$ cat config.mk
export PLATFORM = sky130hd
export DESIGN_NAME = load_store_unit
export DESIGN_NICKNAME = d
export VERILOG_FILES = /design/src/rtl/load_store_unit_pkg.sv /design/src/rtl/load_store_unit_load_extend.sv /design/src/rtl/load_store_unit.sv
export SDC_FILE = /design/constraint.sdc
export NUM_CORES = 1
export LEC_CHECK = 0
export ABC_AREA = 0
export BUFFER_PORTS_ARGS = -buffer_cell sky130_fd_sc_hd__buf_2
export CAP_MARGIN = 20
export CORE_ASPECT_RATIO = 2
export CORE_MARGIN = 4
export CORE_UTILIZATION = 51
export CTS_BUF_LIST = sky130_fd_sc_hd__clkbuf_4 sky130_fd_sc_hd__clkbuf_8
export DETAILED_ROUTE_END_ITERATION = 16
export GPL_TIMING_DRIVEN = 0
export PLACE_DENSITY = 0.95
export SETUP_SLACK_MARGIN = 0.15
export SYNTH_ARGS = -nofsm -noshare
export SYNTH_HDL_FRONTEND = slang
export SYNTH_SLANG_ARGS = --single-unit
$ cat constraint.sdc
create_clock -name clk -period 4.7 [get_ports clk]
set_input_delay 0.705 -clock clk [delete_from_list [all_inputs] [get_ports clk]]
set_output_delay 0.705 -clock clk [all_outputs]
set_load 0.02 [all_outputs]
$ cat src/rtl/load_store_unit_pkg.sv
`default_nettype none
// ============================================================================
// Module   : lsu_pkg
// Purpose  : Shared definitions for the load/store unit: data-path widths,
//            RV32I load/store funct3 codes, memory addressable-unit codes,
//            FSM state encoding and request legality/alignment helpers.
// Revision : 1.0 - initial release
// ============================================================================

// Widths shared with the data memory; the system may predefine them.
`ifndef ADDR_WIDTH
`define ADDR_WIDTH 16
`endif
`ifndef WORD_WIDTH
`define WORD_WIDTH 32
`endif

// Memory addressable-unit codes, shared with the data memory.
`ifndef BYTE_MEMORY_MODE
`define BYTE_MEMORY_MODE 2'b00
`endif
`ifndef HALFWORD_MEMORY_MODE
`define HALFWORD_MEMORY_MODE 2'b01
`endif
`ifndef WORD_MEMORY_MODE
`define WORD_MEMORY_MODE 2'b10
`endif

package lsu_pkg;

    localparam logic [2:0] F3_LB  = 3'b000;
    localparam logic [2:0] F3_LH  = 3'b001;
    localparam logic [2:0] F3_LW  = 3'b010;
    localparam logic [2:0] F3_LBU = 3'b100;
    localparam logic [2:0] F3_LHU = 3'b101;
    localparam logic [2:0] F3_SB  = 3'b000;
    localparam logic [2:0] F3_SH  = 3'b001;
    localparam logic [2:0] F3_SW  = 3'b010;

    localparam logic [1:0] MODE_BYTE     = `BYTE_MEMORY_MODE;
    localparam logic [1:0] MODE_HALFWORD = `HALFWORD_MEMORY_MODE;
    localparam logic [1:0] MODE_WORD     = `WORD_MEMORY_MODE;

    typedef enum logic [1:0] {
        S_IDLE    = 2'd0,
        S_ACCESS  = 2'd1,
        S_CAPTURE = 2'd2,
        S_RESP    = 2'd3
    } lsu_state_e;

    // Stores have no unsigned variants, so only the three base codes apply.
    function automatic logic f3_legal(input logic we, input logic [2:0] f3);
        logic ok;
        ok = 1'b0;
        if (we) begin
            ok = (f3 == F3_SB) || (f3 == F3_SH) || (f3 == F3_SW);
        end else begin
            ok = (f3 == F3_LB) || (f3 == F3_LH) || (f3 == F3_LW) ||
                 (f3 == F3_LBU) || (f3 == F3_LHU);
        end
        return ok;
    endfunction

    // Natural alignment, keyed on the access size in funct3[1:0].
    function automatic logic addr_aligned(input logic [1:0] unit, input logic [1:0] lsb);
        logic ok;
        ok = 1'b1;
        case (unit)
            MODE_HALFWORD: ok = (lsb[0] == 1'b0);
            MODE_WORD:     ok = (lsb == 2'b00);
            default:       ok = 1'b1;
        endcase
        return ok;
    endfunction

endpackage
`default_nettype wire

$ cat src/rtl/load_store_unit_load_extend.sv
`default_nettype none
// ============================================================================
// Module   : load_extend
// Purpose  : Combinational load-data extension. Selects the low byte,
//            halfword or full word of the memory read data and sign- or
//            zero-extends it according to the load funct3.
// Ports    : funct3_i  - load funct3 (LB/LH/LW/LBU/LHU)
//            word_i    - right-aligned memory read data
//            word_o    - extended load result
// Revision : 1.0 - initial release
// ============================================================================
module load_extend
    import lsu_pkg::*;
#(
    parameter int WORD_WIDTH = 32
) (
    input  logic [2:0]            funct3_i,
    input  logic [WORD_WIDTH-1:0] word_i,
    output logic [WORD_WIDTH-1:0] word_o
);

    always_comb begin
        word_o = word_i;
        case (funct3_i)
            F3_LB:   word_o = {{(WORD_WIDTH-8){word_i[7]}}, word_i[7:0]};
            F3_LBU:  word_o = {{(WORD_WIDTH-8){1'b0}}, word_i[7:0]};
            F3_LH:   word_o = {{(WORD_WIDTH-16){word_i[15]}}, word_i[15:0]};
            F3_LHU:  word_o = {{(WORD_WIDTH-16){1'b0}}, word_i[15:0]};
            default: word_o = word_i;
        endcase
    end

endmodule
`default_nettype wire

$ cat src/rtl/load_store_unit.sv
`default_nettype none
// ============================================================================
// Module   : load_store_unit
// Purpose  : Bridges the core datapath to a synchronous byte-addressed data
//            memory. Accepts one load/store at a time, rejects illegal
//            funct3 and misaligned addresses without touching memory, drives
//            the memory enables/unit/address/data from the registered
//            request, and returns an extended, registered load response.
// Ports    : clk, rst                      - clock, sync active-high reset
//            req_valid/req_ready           - request handshake
//            req_we/funct3/addr/wdata      - request fields
//            resp_valid/resp_ready         - response handshake
//            resp_rdata/resp_err           - response payload
//            mem_read/mem_write            - memory enables (never both)
//            mem_addr_unit/address/wdata   - memory access fields
//            mem_rdata                     - read data, one cycle after read
// Revision : 1.0 - initial release
// ============================================================================
module load_store_unit
    import lsu_pkg::*;
#(
    parameter int ADDR_WIDTH = `ADDR_WIDTH,
    parameter int WORD_WIDTH = `WORD_WIDTH
) (
    input  logic                  clk,
    input  logic                  rst,
    input  logic                  req_valid,
    output logic                  req_ready,
    input  logic                  req_we,
    input  logic [2:0]            req_funct3,
    input  logic [ADDR_WIDTH-1:0] req_addr,
    input  logic [WORD_WIDTH-1:0] req_wdata,
    output logic                  resp_valid,
    input  logic                  resp_ready,
    output logic [WORD_WIDTH-1:0] resp_rdata,
    output logic                  resp_err,
    output logic                  mem_read,
    output logic                  mem_write,
    output logic [1:0]            mem_addr_unit,
    output logic [ADDR_WIDTH-1:0] mem_address,
    output logic [WORD_WIDTH-1:0] mem_wdata,
    input  logic [WORD_WIDTH-1:0] mem_rdata
);

    lsu_state_e            state_q, state_d;
    logic                  we_q;
    logic [2:0]            funct3_q;
    logic [ADDR_WIDTH-1:0] addr_q;
    logic [WORD_WIDTH-1:0] wdata_q;
    logic [WORD_WIDTH-1:0] rdata_q, rdata_d;
    logic                  err_q, err_d;
    logic                  valid_q, valid_d;

    logic                  w_hs;
    logic                  w_req_err;
    logic [WORD_WIDTH-1:0] w_ext;

    assign req_ready = (state_q == S_IDLE) && !rst;
    assign w_hs      = req_valid && req_ready;
    assign w_req_err = !f3_legal(req_we, req_funct3) ||
                       !addr_aligned(req_funct3[1:0], req_addr[1:0]);

    load_extend #(
        .WORD_WIDTH (WORD_WIDTH)
    ) u_load_extend (
        .funct3_i (funct3_q),
        .word_i   (mem_rdata),
        .word_o   (w_ext)
    );

    always_comb begin
        state_d = state_q;
        rdata_d = rdata_q;
        err_d   = err_q;
        valid_d = valid_q;
        case (state_q)
            S_IDLE: begin
                if (w_hs) begin
                    // Clearing rdata here covers both the store and error paths.
                    rdata_d = '0;
                    err_d   = w_req_err;
                    if (w_req_err) begin
                        state_d = S_RESP;
                        valid_d = 1'b1;
                    end else begin
                        state_d = S_ACCESS;
                    end
                end
            end
            S_ACCESS: begin
                if (we_q) begin
                    state_d = S_RESP;
                    valid_d = 1'b1;
                end else begin
                    state_d = S_CAPTURE;
                end
            end
            S_CAPTURE: begin
                rdata_d = w_ext;
                state_d = S_RESP;
                valid_d = 1'b1;
            end
            S_RESP: begin
                if (resp_ready) begin
                    state_d = S_IDLE;
                    valid_d = 1'b0;
                end
            end
            default: begin
                state_d = S_IDLE;
                valid_d = 1'b0;
            end
        endcase
    end

    always_ff @(posedge clk) begin
        if (rst) begin
            state_q  <= S_IDLE;
            we_q     <= 1'b0;
            funct3_q <= 3'b000;
            addr_q   <= '0;
            wdata_q  <= '0;
            rdata_q  <= '0;
            err_q    <= 1'b0;
            valid_q  <= 1'b0;
        end else begin
            state_q <= state_d;
            rdata_q <= rdata_d;
            err_q   <= err_d;
            valid_q <= valid_d;
            if (w_hs) begin
                we_q     <= req_we;
                funct3_q <= req_funct3;
                addr_q   <= req_addr;
                wdata_q  <= req_wdata;
            end
        end
    end

    // Enables are gated with rst so a reset landing in ACCESS cannot
    // corrupt memory.
    assign mem_read      = (state_q == S_ACCESS) && !we_q && !rst;
    assign mem_write     = (state_q == S_ACCESS) &&  we_q && !rst;
    assign mem_addr_unit = funct3_q[1:0];
    assign mem_address   = addr_q;
    assign mem_wdata     = wdata_q;

    assign resp_valid = valid_q;
    assign resp_rdata = rdata_q;
    assign resp_err   = err_q;

endmodule
`default_nettype wire

# [Word level (Yosys, flattened, before mapping)]
# Cells that the tools add are included.
[totals] in_bits=88 regBits=88 wordCells=64 output_inout_bits=87
[classes] muxes=15 reduce_logical=24 n_eq_ne=16 n_bitwise=1
[ops] op="case mux 32 bit (4 select lines)" count=1
[ops] op="case mux 32 bit (2 select lines)" count=1
[ops] op="two-way mux 32 bit" count=1
[ops] op="== test 3 bit, second input constant" count=4
[ops] op="inequality test 2 bit, second input constant" count=4
[ops] op="case mux 2 bit (4 select lines)" count=1
[ops] op="== test 2 bit, second input constant" count=3
[ops] op="== test 3 x 1 -> 1 bit, second input constant" count=2
[ops] op="logical AND 1 bit" count=6
[ops] op="logical NOT 3 bit" count=2
[ops] op="two-way mux 1 bit" count=6
[ops] op="two-way mux 2 bit" count=3
[ops] op="AND reduction 2 bit" count=3
[ops] op="logical OR 1 bit" count=5
[ops] op="== test 2 x 1 -> 1 bit, second input constant" count=2
[ops] op="logical NOT 1 bit" count=4
[ops] op="logical NOT 2 bit" count=2
[ops] op="case mux 1 bit (4 select lines)" count=1
[ops] op="AND reduction 4 bit" count=1
[ops] op="== test 3 x 2 -> 1 bit, second input constant" count=1
[ops] op="case mux 1 bit (2 select lines)" count=1
[ops] op="nonzero test 2 bit" count=1
[ops] op="NOT 1 bit" count=1

# [Depth between registers and ports, before layout]
# Gate-level depths: netlist of run 1.
[logic_depth] ltp_word=11 depth_mapped=8 ltp_nobuf=6

# [Cells and area by module]
# From an unflattened synthesis of run 1, not the netlist that was laid out.
[unflattened] cells_unflattened=447 hier_area_um2=3582.2
[modules_own_cells] module="load_store_unit" area_per_inst_um2=3226.8 seq_area_each_um2=1761.7 cells_each=380 instances=1
[modules_own_cells] module="load_extend" area_per_inst_um2=355.3 seq_area_each_um2=0.0 cells_each=67 instances=1

# [Worst setup path before layout of run 1]
# Ideal clock, no wire load.
[synth_path] path_type="input to output" startpoint="in rst" endpoint="out mem_read" n_path_buf=1 slack_ns=2.649 cell_stages=2 t_required_ns=3.995 t_arrival_ns=1.346 path_cell_list="buf_2 -> nor3_1"
[synth_via] elab_chain_len=2
[synth_lines] item="from (decl)" line_no="load_store_unit.sv:26" rtl="input logic rst,"
[synth_lines] item="logical NOT 1 bit" line_no="load_store_unit.sv:142" rtl="assign mem_read = (state_q == S_ACCESS) && !we_q && !rst;"
[synth_lines] item="logical AND 1 bit" line_no="load_store_unit.sv:142"
[synth_lines] item="to (decl)" line_no="load_store_unit.sv:37" rtl="output logic mem_read,"
# Every way passes these cells.

# [Worst setup path after layout of run 1]
[layout_path] startpoint="in rst" endpoint="out mem_write"
[layout_via] elab_chain_len=2
[layout_lines] item="logical NOT 1 bit" line_no="load_store_unit.sv:143" rtl="assign mem_write = (state_q == S_ACCESS) && we_q && !rst;"
[layout_lines] item="logical AND 1 bit" line_no="load_store_unit.sv:143"
[layout_lines] item="to (decl)" line_no="load_store_unit.sv:38" rtl="output logic mem_write,"
# Every way passes these cells.

==> results of run 1 <==
[metrics by stage]
| step | std cells | total power, W | setup slack [ns] | util | hold WS, ns |
|---|---|---|---|---|---|
| floorplan | 426 | 0.001500 | 2.649 | - | 0.4496 |
| detailed placement | 688 | 0.001790 | 2.326 | 0.6718 | 0.4369 |
| global route | 704 | 0.002444 | 2.252 | 0.7028 | 0.4749 |
| CTS | 704 | 0.002316 | 2.322 | 0.7028 | 0.4504 |
| finish | 704 | 0.002304 | 2.314 | 0.7028 | 0.4481 |
| global placement | 688 | 0.001751 | 2.329 | 0.6718 | 0.4292 |
[metal layers]
| metal | share of wire | up-vias | routed length, um | track usage |
|---|---|---|---|---|
| met3 | 0.086 | 35 | 838 | 0.07762 |
| met4 | 0.035 | 0 | 342 | 0.1150 |
| met2 | 0.54 | 176 | 5243 | 0.4452 |
| met5 | 0 | - | 0 | 0 |
| met1 | 0.34 | 1615 | 3280 | 0.2366 |
| li1 | - | 1765 | - | - |
[worst min-delay path, delay by kind of cell, from the launching register on]
| kind | cells | cell delay [ns] |
|---|---|---|
| AO/OA/AOI/OAI | 1 | 0.05 |
| AND/OR/NAND/NOR | 1 | 0.05 |
| flip-flops | 1 | 0.32 |
[layout make-up]
type | count | area, um^2 | share of cell area
clock inverter | 6 | 67.56 | 0.01452
timing repair buffer | 174 | 870.8 | 0.1871
multi-input combinational | 301 | 1518 | 0.3262
inverter | 7 | 26.28 | 0.005647
tap | 88 | 110.1 | 0.02366
sequential | 88 | 1762 | 0.3786
clock buffer | 10 | 137.6 | 0.02958
buffer | 30 | 161.4 | 0.03469
[kinds of logic after synthesis]
family | synth area share
multiplexers | 0.01010
adder cells (fa/ha/maj) | 0.02887
flip-flops | 0.5081
AND/OR/NAND/NOR | 0.2259
buffers and inverters | 0.05413
AO/OA/AOI/OAI | 0.1729
[flip-flops by register name (all words and copies together) (netlist names)]
signal       count
mem_wdata       32
resp_rdata      32
state_q          2
funct3_q         3
mem_address     16
we_q             1
resp_err         1
resp_valid       1
[synthesized netlist by cell type]
master | count | area, um^2
nand2_1 | 143 | 536.8
dfxtp_1 | 88 | 1762
o21ai_0 | 68 | 340.3
nor2b_1 | 22 | 137.6
buf_2 | 10 | 50.05
nor2_1 | 10 | 37.54
o21ai_1 | 10 | 50.05
a22oi_1 | 9 | 67.56
a21oi_2 | 8 | 70.07
ha_1 | 8 | 100.1
clkbuf_1 | 7 | 26.28
inv_1 | 7 | 26.28
clkbuf_2 | 5 | 25.02
buf_4 | 4 | 30.03
nand2b_1 | 3 | 18.77
nand3_1 | 3 | 15.01
a21oi_1 | 2 | 10.01
and2_1 | 2 | 12.51
buf_1 | 2 | 7.510
buf_6 | 2 | 22.52
o221ai_1 | 2 | 17.52
a211oi_1 | 1 | 7.510
a21boi_2 | 1 | 11.26
a221oi_1 | 1 | 8.760
and3_1 | 1 | 6.260
mux2_1 | 1 | 11.26
mux2i_1 | 1 | 10.01
mux2i_2 | 1 | 13.76
nor3_1 | 1 | 5.000
o211ai_1 | 1 | 7.510
o32ai_1 | 1 | 8.760
or4b_4 | 1 | 13.76
[layout by cell type, fill, tap and decap left out, types with 3 or more instances in the layout]
cell / synthesis / layout
buf_2: 10 / 184
nand2_1: 143 / 143
dfxtp_1: 88 / 88
o21ai_0: 68 / 68
nor2b_1: 22 / 22
nor2_1: 10 / 10
o21ai_1: 10 / 10
clkbuf_8: 0 / 10
a22oi_1: 9 / 9
a21oi_2: 8 / 8
ha_1: 8 / 8
inv_1: 7 / 7
clkbuf_1: 7 / 7
clkbuf_2: 5 / 5
buf_4: 4 / 4
nand2b_1: 3 / 3
nand3_1: 3 / 3
[power by group]
| part | switching [W] | internal (W) |
|---|---|---|
| logic | 0.000507 | 0.000284 |
| registers | 0.0000830 | 0.000898 |
| clock network | 0.000271 | 0.000262 |
| total | 0.000860 | 0.00144 |
[worst max-delay path by stage]
stage	endpoint	slack, ns	depth (start not counted)
floorplan	mem_read	2.65	2
global placement	mem_write	2.33	5
detailed placement	mem_write	2.33	5
CTS	mem_write	2.32	5
global route	mem_write	2.25	5
finish	mem_write	2.31	5
==> results.toml, run 1 <==
[global_routing]
grt_max_degree = 16
grt_usage = 0.2446
grt_pass1_vias = 3610
grt-ovfl-total = 0
grt_pass1_wl_um = 16030
antenna_found_initial = 0

[critical_path]
end_kind = "output port"
cp_data_required_time_ns = 3.99
cpLargestDelayFamily = "buffers and inverters"
timing.rr.end = "resp_rdata[22]$_SDFFE_PP0P_"
reg2reg_depth = 8
worstPathCellList = "buf_2 -> inv_1 -> clkbuf_1 -> and3_1 -> buf_2"
crit_slowest_cell = "clkbuf_1"
crit_top_cell = "buf_2"
cp.arrival_ns = 1.68
r2r_setup_slack_ns = 2.70
crit_buf_inv = 4
critPathMaxStageDelay_ns = 0.37
cp-start-kind = "input pin"
critPathMaxFanout = 10
r2r_start = "state_q[0]$_SDFFE_PP0P_"
crit_start = "rst"
critical_path_class = "in2out"

[drt]
drtAntennaViolNets = 0
vias = 3591
avgRoutedWirePerCell_um = 13.79
vias_per_cell = 5.101
drt_pass1_iterations = 4
wl_um = 9705
drt_iter0_drc = 205
post-route-drc-count = 0

[timing]
clock_skew_ns = 0.009732
drv_slew = 0
period_share = 0.5077
slew_headroom = 0.6672
post-route-min-period_ns = 2.386
hold_viol_final = 0
rsz0062_at_grt = "no"
worst_pin_slew_ns = 0.4992
setup_violations = 0
fmaxAchievable_mhz = 419.1
fin_setup_tns_ns = 0

[layout]
layout.nets = 707
fill_cells = 531
diodes = 0
syn_to_final_growth_pct = 34.21
final_area_um2 = 4653
drive_above_1_share = 0.3604

[clocking]
clk_latency_ns = 0.37
cts_made_buffers = 9
cts_tree = "yes"
clockBufferDepth = 2
cts.clk_slew.worst_paths_ns = 0.09
cts_root_buf = "clkbuf_8"
clock-sinks = 88
htree_levels = 3
ctsResizeCount = 0
hold_buffers = 0
cts_setup_buffers = 0

[synthesis]
syn_inst = 426
ys_seq_elements = 88
avgSynthCellArea_um2 = 8.139
syn_nets = 522
seq_area_frac_synth = 0.5081
syn_area_um2 = 3467
synth_cell_types = 32
ys.warnings.count = 0

[status]
status = "complete, no violations"

[die]
rows = 42
die_x_um = 66.30
ios = 175
die-area_um2 = 8261
start_util = 0.5236
fp.dieH_um = 124.6
coreArea_um2 = 6621

[placed_design]
place_congestion = 0.7604
place_area_um2 = 4448
io_buffers = 174
dp_hpwl_um = 7908

[run]
maxCapViolations = 0

[hold_path]
hold_class = "reg2reg"
worstHoldStart = "resp_rdata[18]$_SDFFE_PP0P_"
min_to = "resp_rdata[18]$_SDFFE_PP0P_"
hold_depth = 2

[pwr]
leakage_nw = 2.243
p_per_area_nw_per_um2 = 495.1
vdd_ir_drop_max_v = 0.0003792
No activity file was read; power rests on OpenSTA's default activity.
==> run 2: changes to the inputs <==
Settings changed: CORE_UTILIZATION 51 to 42, PLACE_DENSITY 0.95 to 0.85.
Clock period 4.7 ns to 1.99 ns, I/O delays scaled along.
==> run 2 against run 1 <==
Net effect: clock power increased to 2.6 times the previous value; sequential power increased by 140%; non-clock buffer count is 2 higher; clock skew barely moved; sequential share of layout area is 0.63 points lower; flip-flop and latch count did not move; count of clock-buffer cells in the layout unchanged; via count is 3.1% lower; register-to-register slack worse by 2.4 ns; setup slack got worse by 2.1 ns; wire length up 0.66%; critical path depth down 1; critical path type is now reg2out; critical endpoint is now req_ready; largest cell class unchanged.
==> results.toml, run 2 (synthesis results as in run 1) <==
[pwr]
pwr-share-clk = 0.246
pwr-share-comb = 0.342
vdd_ir_drop_max_v = 0.0006992
p_per_area_nw_per_um2 = 1189
seqPwrFrac = 0.412
switching_power_w = 0.002043
power_w = 0.005628
p_sw_frac = 0.3630
leakage_nw = 2.266
p_int_w = 0.003585

[drt]
drt_iter0_drc = 90
post-route-drc-count = 0
vias = 3480
drtAntennaViolNets = 0
wl_um = 9769
avgRoutedWirePerCell_um = 13.68
vias_per_cell = 4.874
drt_pass1_iterations = 4

[layout]
layout.nets = 709
fin_util = 0.5915
final_common_cell = "buf_2"
drive_above_1_share = 0.3673
final_cell_mix = "buf_2, nand2_1, dfxtp_1, o21ai_0, nor2b_1"
syn_to_final_growth_pct = 36.49
final_area_um2 = 4732
diodes = 0

[global_routing]
grt_pass1_wl_um = 15780
grt_pass1_vias = 3450
antenna_found_initial = 0
grt_usage = 0.2020
grt-ovfl-total = 0
grt_max_degree = 16

[status]
status = "complete, no violations"

[critical_path]
critical_path_class = "reg2out"
end_kind = "output port"
cp-start-kind = "flip-flop"
critPathMaxFanout = 5
crit_slowest_cell = "dfxtp_1"
cp_data_required_time_ns = 1.69
worstPathCellList = "inv_2 -> ha_4 -> nor2b_1 -> buf_2"
critPathMaxStageDelay_ns = 0.35
cp.arrival_ns = 1.44

[timing]
setup_ws_ns = 0.2551
post-route-min-period_ns = 1.735
drv_slew = 0
setup_violations = 0
hold_viol_final = 0
clock_skew_ns = 0.009416
period_share = 0.8718
rsz0062_at_grt = "no"
worst_pin_slew_ns = 0.5445
slew_headroom = 0.6359
fmaxAchievable_mhz = 576.4

[clocking]
cts_root_buf = "clkbuf_8"
cts_made_buffers = 9
htree_levels = 3
cts.clk_slew.worst_paths_ns = 0.09
hold_buffers = 0
clock-sinks = 88
cts_tree = "yes"
clk_latency_ns = 0.36
clockBufferDepth = 2

[placed_design]
post-place-ws_ns = -0.06346
place_congestion = 0.8404
io_buffers = 174
place_area_um2 = 4458
dp_hpwl_um = 7885

[die]
ios = 175
fp.dieH_um = 136.5
die-area_um2 = 9861
coreArea_um2 = 8000
rows = 46
start_util = 0.4334
die_x_um = 72.25

[run]
maxCapViolations = 0

[hold_path]
hold_class = "in2reg"
[run 2: what timing repair did]
action / CTS / global route
buffers inserted: 2 / 0
endpoints found under the setup margin: 30 / 1
resized for setup: 5 / 1
pin swaps: 0 / 0
[run 2: path summary, 6_finish.rpt]
path,from,end,slack (ns),cells past startpoint
max,state_q[0]$_SDFFE_PP0P_,req_ready,0.26,4
min,req_wdata[2],mem_wdata[2]$_SDFFE_PP0P_,0.12,3
max reg2reg,state_q[0]$_SDFFE_PP0P_,mem_address[15]$_SDFFE_PP0P_,0.30,7
min reg2reg,resp_rdata[18]$_SDFFE_PP0P_,resp_rdata[18]$_SDFFE_PP0P_,0.44,2
[run 2: area by class of cell]
| cell class | instances | area, um^2 |
|---|---|---|
| buffer | 30 | 161.4 |
| clock buffer | 10 | 137.6 |
| clock inverter | 6 | 92.59 |
| fill | 716 | 3268 |
| inverter | 7 | 26.28 |
| multi-input combinational | 301 | 1546 |
| sequential | 88 | 1762 |
| tap | 96 | 120.1 |
| timing repair buffer | 176 | 885.9 |
[run 2: metrics by stage]
step                TNS, ns  std cells  hold WS (ns)
floorplan                 0        426        0.4071
detailed placement  -0.4068        696        0.4353
CTS                       0        714        0.1139
finish                    0        714        0.1215
global placement          0        696        0.4312
global route              0        714        0.1171
[run 2: routing by layer]
| metal | vias up | share of wire | track usage |
|---|---|---|---|
| met5 | - | 0 | 0 |
| met4 | 0 | 0.028 | 0.09623 |
| met3 | 21 | 0.088 | 0.05662 |
| met2 | 157 | 0.54 | 0.3761 |
| met1 | 1546 | 0.35 | 0.1982 |
| li1 | 1756 | - | - |
[run 2: critical path, delay by kind of cell (launching register included)]
family	cells	cell delay, ns
flip-flops	1	0.35
AND/OR/NAND/NOR	1	0.20
adder cells (fa/ha/maj)	1	0.20
buffers and inverters	2	0.32
[run 2: power groups by stage]
stage	registers, W	clock network, W	logic [W]
6_report	0.00232	0.00138	0.00192
4_1_cts	0.00232	0.00142	0.00194
2_1_floorplan	0.00275	0	0.000798
3_3_place_gp	0.00234	0	0.00181
3_5_place_dp	0.00235	0	0.00187
5_1_grt	0.00236	0.00148	0.00211
==> run 3: changes to the inputs <==
Settings changed: CORE_UTILIZATION 42 to 51, PLACE_DENSITY 0.85 to 0.95.
Clock period 1.99 ns to 2.1 ns, I/O delays scaled along.
==> run 3 against run 2 <==
Net effect: non-clock buffer count up 2; via count up 3.6%; cell count fell by 0.84%; core utilization increased by 12 points; register-to-register slack about the same; highest routed layer unchanged; first-iteration DRC count grew 120%; largest cell class unchanged.
==> results.toml, run 3 (synthesis results as in run 1) <==
[timing]
hold_slack_ns = 0.1381
rsz0062_at_grt = "yes"
slew_headroom = 0.6675
hold_viol_final = 0
worst_pin_slew_ns = 0.4988
period_share = 0.8957
drv_slew = 0
fin_setup_tns_ns = 0
setup_violations = 0
clock_skew_ns = 0.01200
post-route-min-period_ns = 1.881
fmaxAchievable_mhz = 531.6

[pwr]
pwr-share-comb = 0.353
p_per_area_nw_per_um2 = 1111
leakage_nw = 2.267
p_int_w = 0.003284
power_w = 0.005244
seqPwrFrac = 0.418
vdd_ir_drop_max_v = 0.0008595
switching_power_w = 0.001959
p_sw_frac = 0.3736
pwr-share-clk = 0.228

[critical_path]
crit_top_cell = "inv_1"
worstPathCellList = "inv_1 -> ha_1 -> inv_1 -> nor3_2 -> buf_2"
reg2reg_depth = 6
crit_slowest_cell = "dfxtp_1"
end_kind = "output port"
crit_cells = 5
critPathMaxFanout = 5
critical_path_class = "reg2out"
cp.arrival_ns = 1.57
critPathCapture = "mem_read"
timing.rr.end = "resp_rdata[22]$_SDFFE_PP0P_"
cpLargestDelayFamily = "buffers and inverters"
r2r_start = "state_q[0]$_SDFFE_PP0P_"
crit_buf_inv = 3
crit_start = "state_q[1]$_SDFFE_PP0P_"
cp-start-kind = "flip-flop"
critPathMaxStageDelay_ns = 0.36
r2r_setup_slack_ns = 0.29
cp_data_required_time_ns = 1.78

[drt]
wl_um = 9810
drt_iter0_drc = 201
vias = 3606
drt_pass1_iterations = 4
vias_per_cell = 5.093
avgRoutedWirePerCell_um = 13.86
drtAntennaViolNets = 0
post-route-drc-count = 0

[clocking]
cts_made_buffers = 9
clk_latency_ns = 0.37
clock-sinks = 88
cts_tree = "yes"
cts.clk_slew.worst_paths_ns = 0.09
cts_root_buf = "clkbuf_8"
htree_levels = 3
clockBufferDepth = 2

[global_routing]
grt_usage = 0.2463
grt_pass1_vias = 3632
antenna_found_initial = 0
grt_pass1_wl_um = 16150
grt-ovfl-total = 0
grt_max_degree = 16

[layout]
final_common_cell = "buf_2"
final_cell_mix = "buf_2, nand2_1, dfxtp_1, o21ai_0, nor2b_1"
diodes = 0
fill_cells = 515
syn_to_final_growth_pct = 36.12
layout.nets = 711
drive_above_1_share = 0.3694

[die]
rows = 42
fp.dieH_um = 124.6
ios = 175
die_x_um = 66.30
die-area_um2 = 8261
start_util = 0.5236
coreArea_um2 = 6621

[status]
status = "complete, no violations"

[placed_design]
place_congestion = 0.7604
io_buffers = 174
dp_hpwl_um = 7908

[hold_path]
hold_class = "in2reg"

[run]
maxCapViolations = 0
-- run 3: routing by layer --
metal	GRT usage	vias to the layer above	routed length, um
met5	0	-	0
met4	0.1257	0	375
met3	0.06498	32	779
met2	0.4487	162	5317
met1	0.2414	1640	3338
li1	-	1772	-
-- run 3: per-stage QoR --
stage,std cells,worst slack (ns),instance area (um^2),util
after floorplan,426,0.3102,3467,-
after global placement,688,0.1838,4448,0.6718
after detailed placement,688,0.09901,4448,0.6718
after CTS,704,0.1770,4672,0.7056
after global routing,708,0.1177,4720,0.7128
final,708,0.2189,4720,0.7128
-- run 3: worst min path at each step --
stage	cells past startpoint	slack, ns	from	end
3_3_place_gp	2	0.43	resp_rdata[31]$_SDFFE_PP0P_	resp_rdata[31]$_SDFFE_PP0P_
6_report	3	0.14	req_addr[12]	mem_address[12]$_SDFFE_PP0P_
3_5_place_dp	2	0.44	resp_rdata[18]$_SDFFE_PP0P_	resp_rdata[18]$_SDFFE_PP0P_
2_1_floorplan	2	0.42	req_funct3[2]	funct3_q[2]$_SDFFE_PP0P_
5_1_grt	3	0.15	req_wdata[26]	mem_wdata[26]$_SDFFE_PP0P_
4_1_cts	3	0.13	req_addr[12]	mem_address[12]$_SDFFE_PP0P_
-- run 3: cell type report --
class / count / area, um^2 / share of cell area
Buffer: 30 / 161.4 / 0.03420
Multi-Input combinational cell: 301 / 1554 / 0.3293
Sequential cell: 88 / 1762 / 0.3733
Tap cell: 88 / 110.1 / 0.02333
Inverter: 7 / 26.28 / 0.005567
Clock buffer: 10 / 137.6 / 0.02916
Clock inverter: 6 / 67.56 / 0.01432
Timing Repair Buffer: 178 / 900.9 / 0.1909
-- run 3: power by group through the flow --
stage	clock network (W)	logic, W	registers (W)
final	0.00120	0.00185	0.00219
after global routing	0.00128	0.00203	0.00224
after CTS	0.00121	0.00181	0.00219
after detailed placement	0	0.00178	0.00223
after global placement	0	0.00171	0.00221
after floorplan	0	0.000756	0.00260
-- run 3: worst min-delay path, delay by kind of cell --
family	cells	cell delay, ns
AOI/OAI and AO/OA	1	0.05
buffers and inverters	1	0.08
and+or+nand+nor	1	0.03
-- run 3: repair_timing --
| action | in CTS | in global routing |
|---|---|---|
| pin swaps | 0 | 0 |
| gates resized for setup | 3 | 3 |
| setup buffers | 0 | 4 |
| hold buffers | 0 | 0 |
| setup endpoints to repair | 10 | 44 |
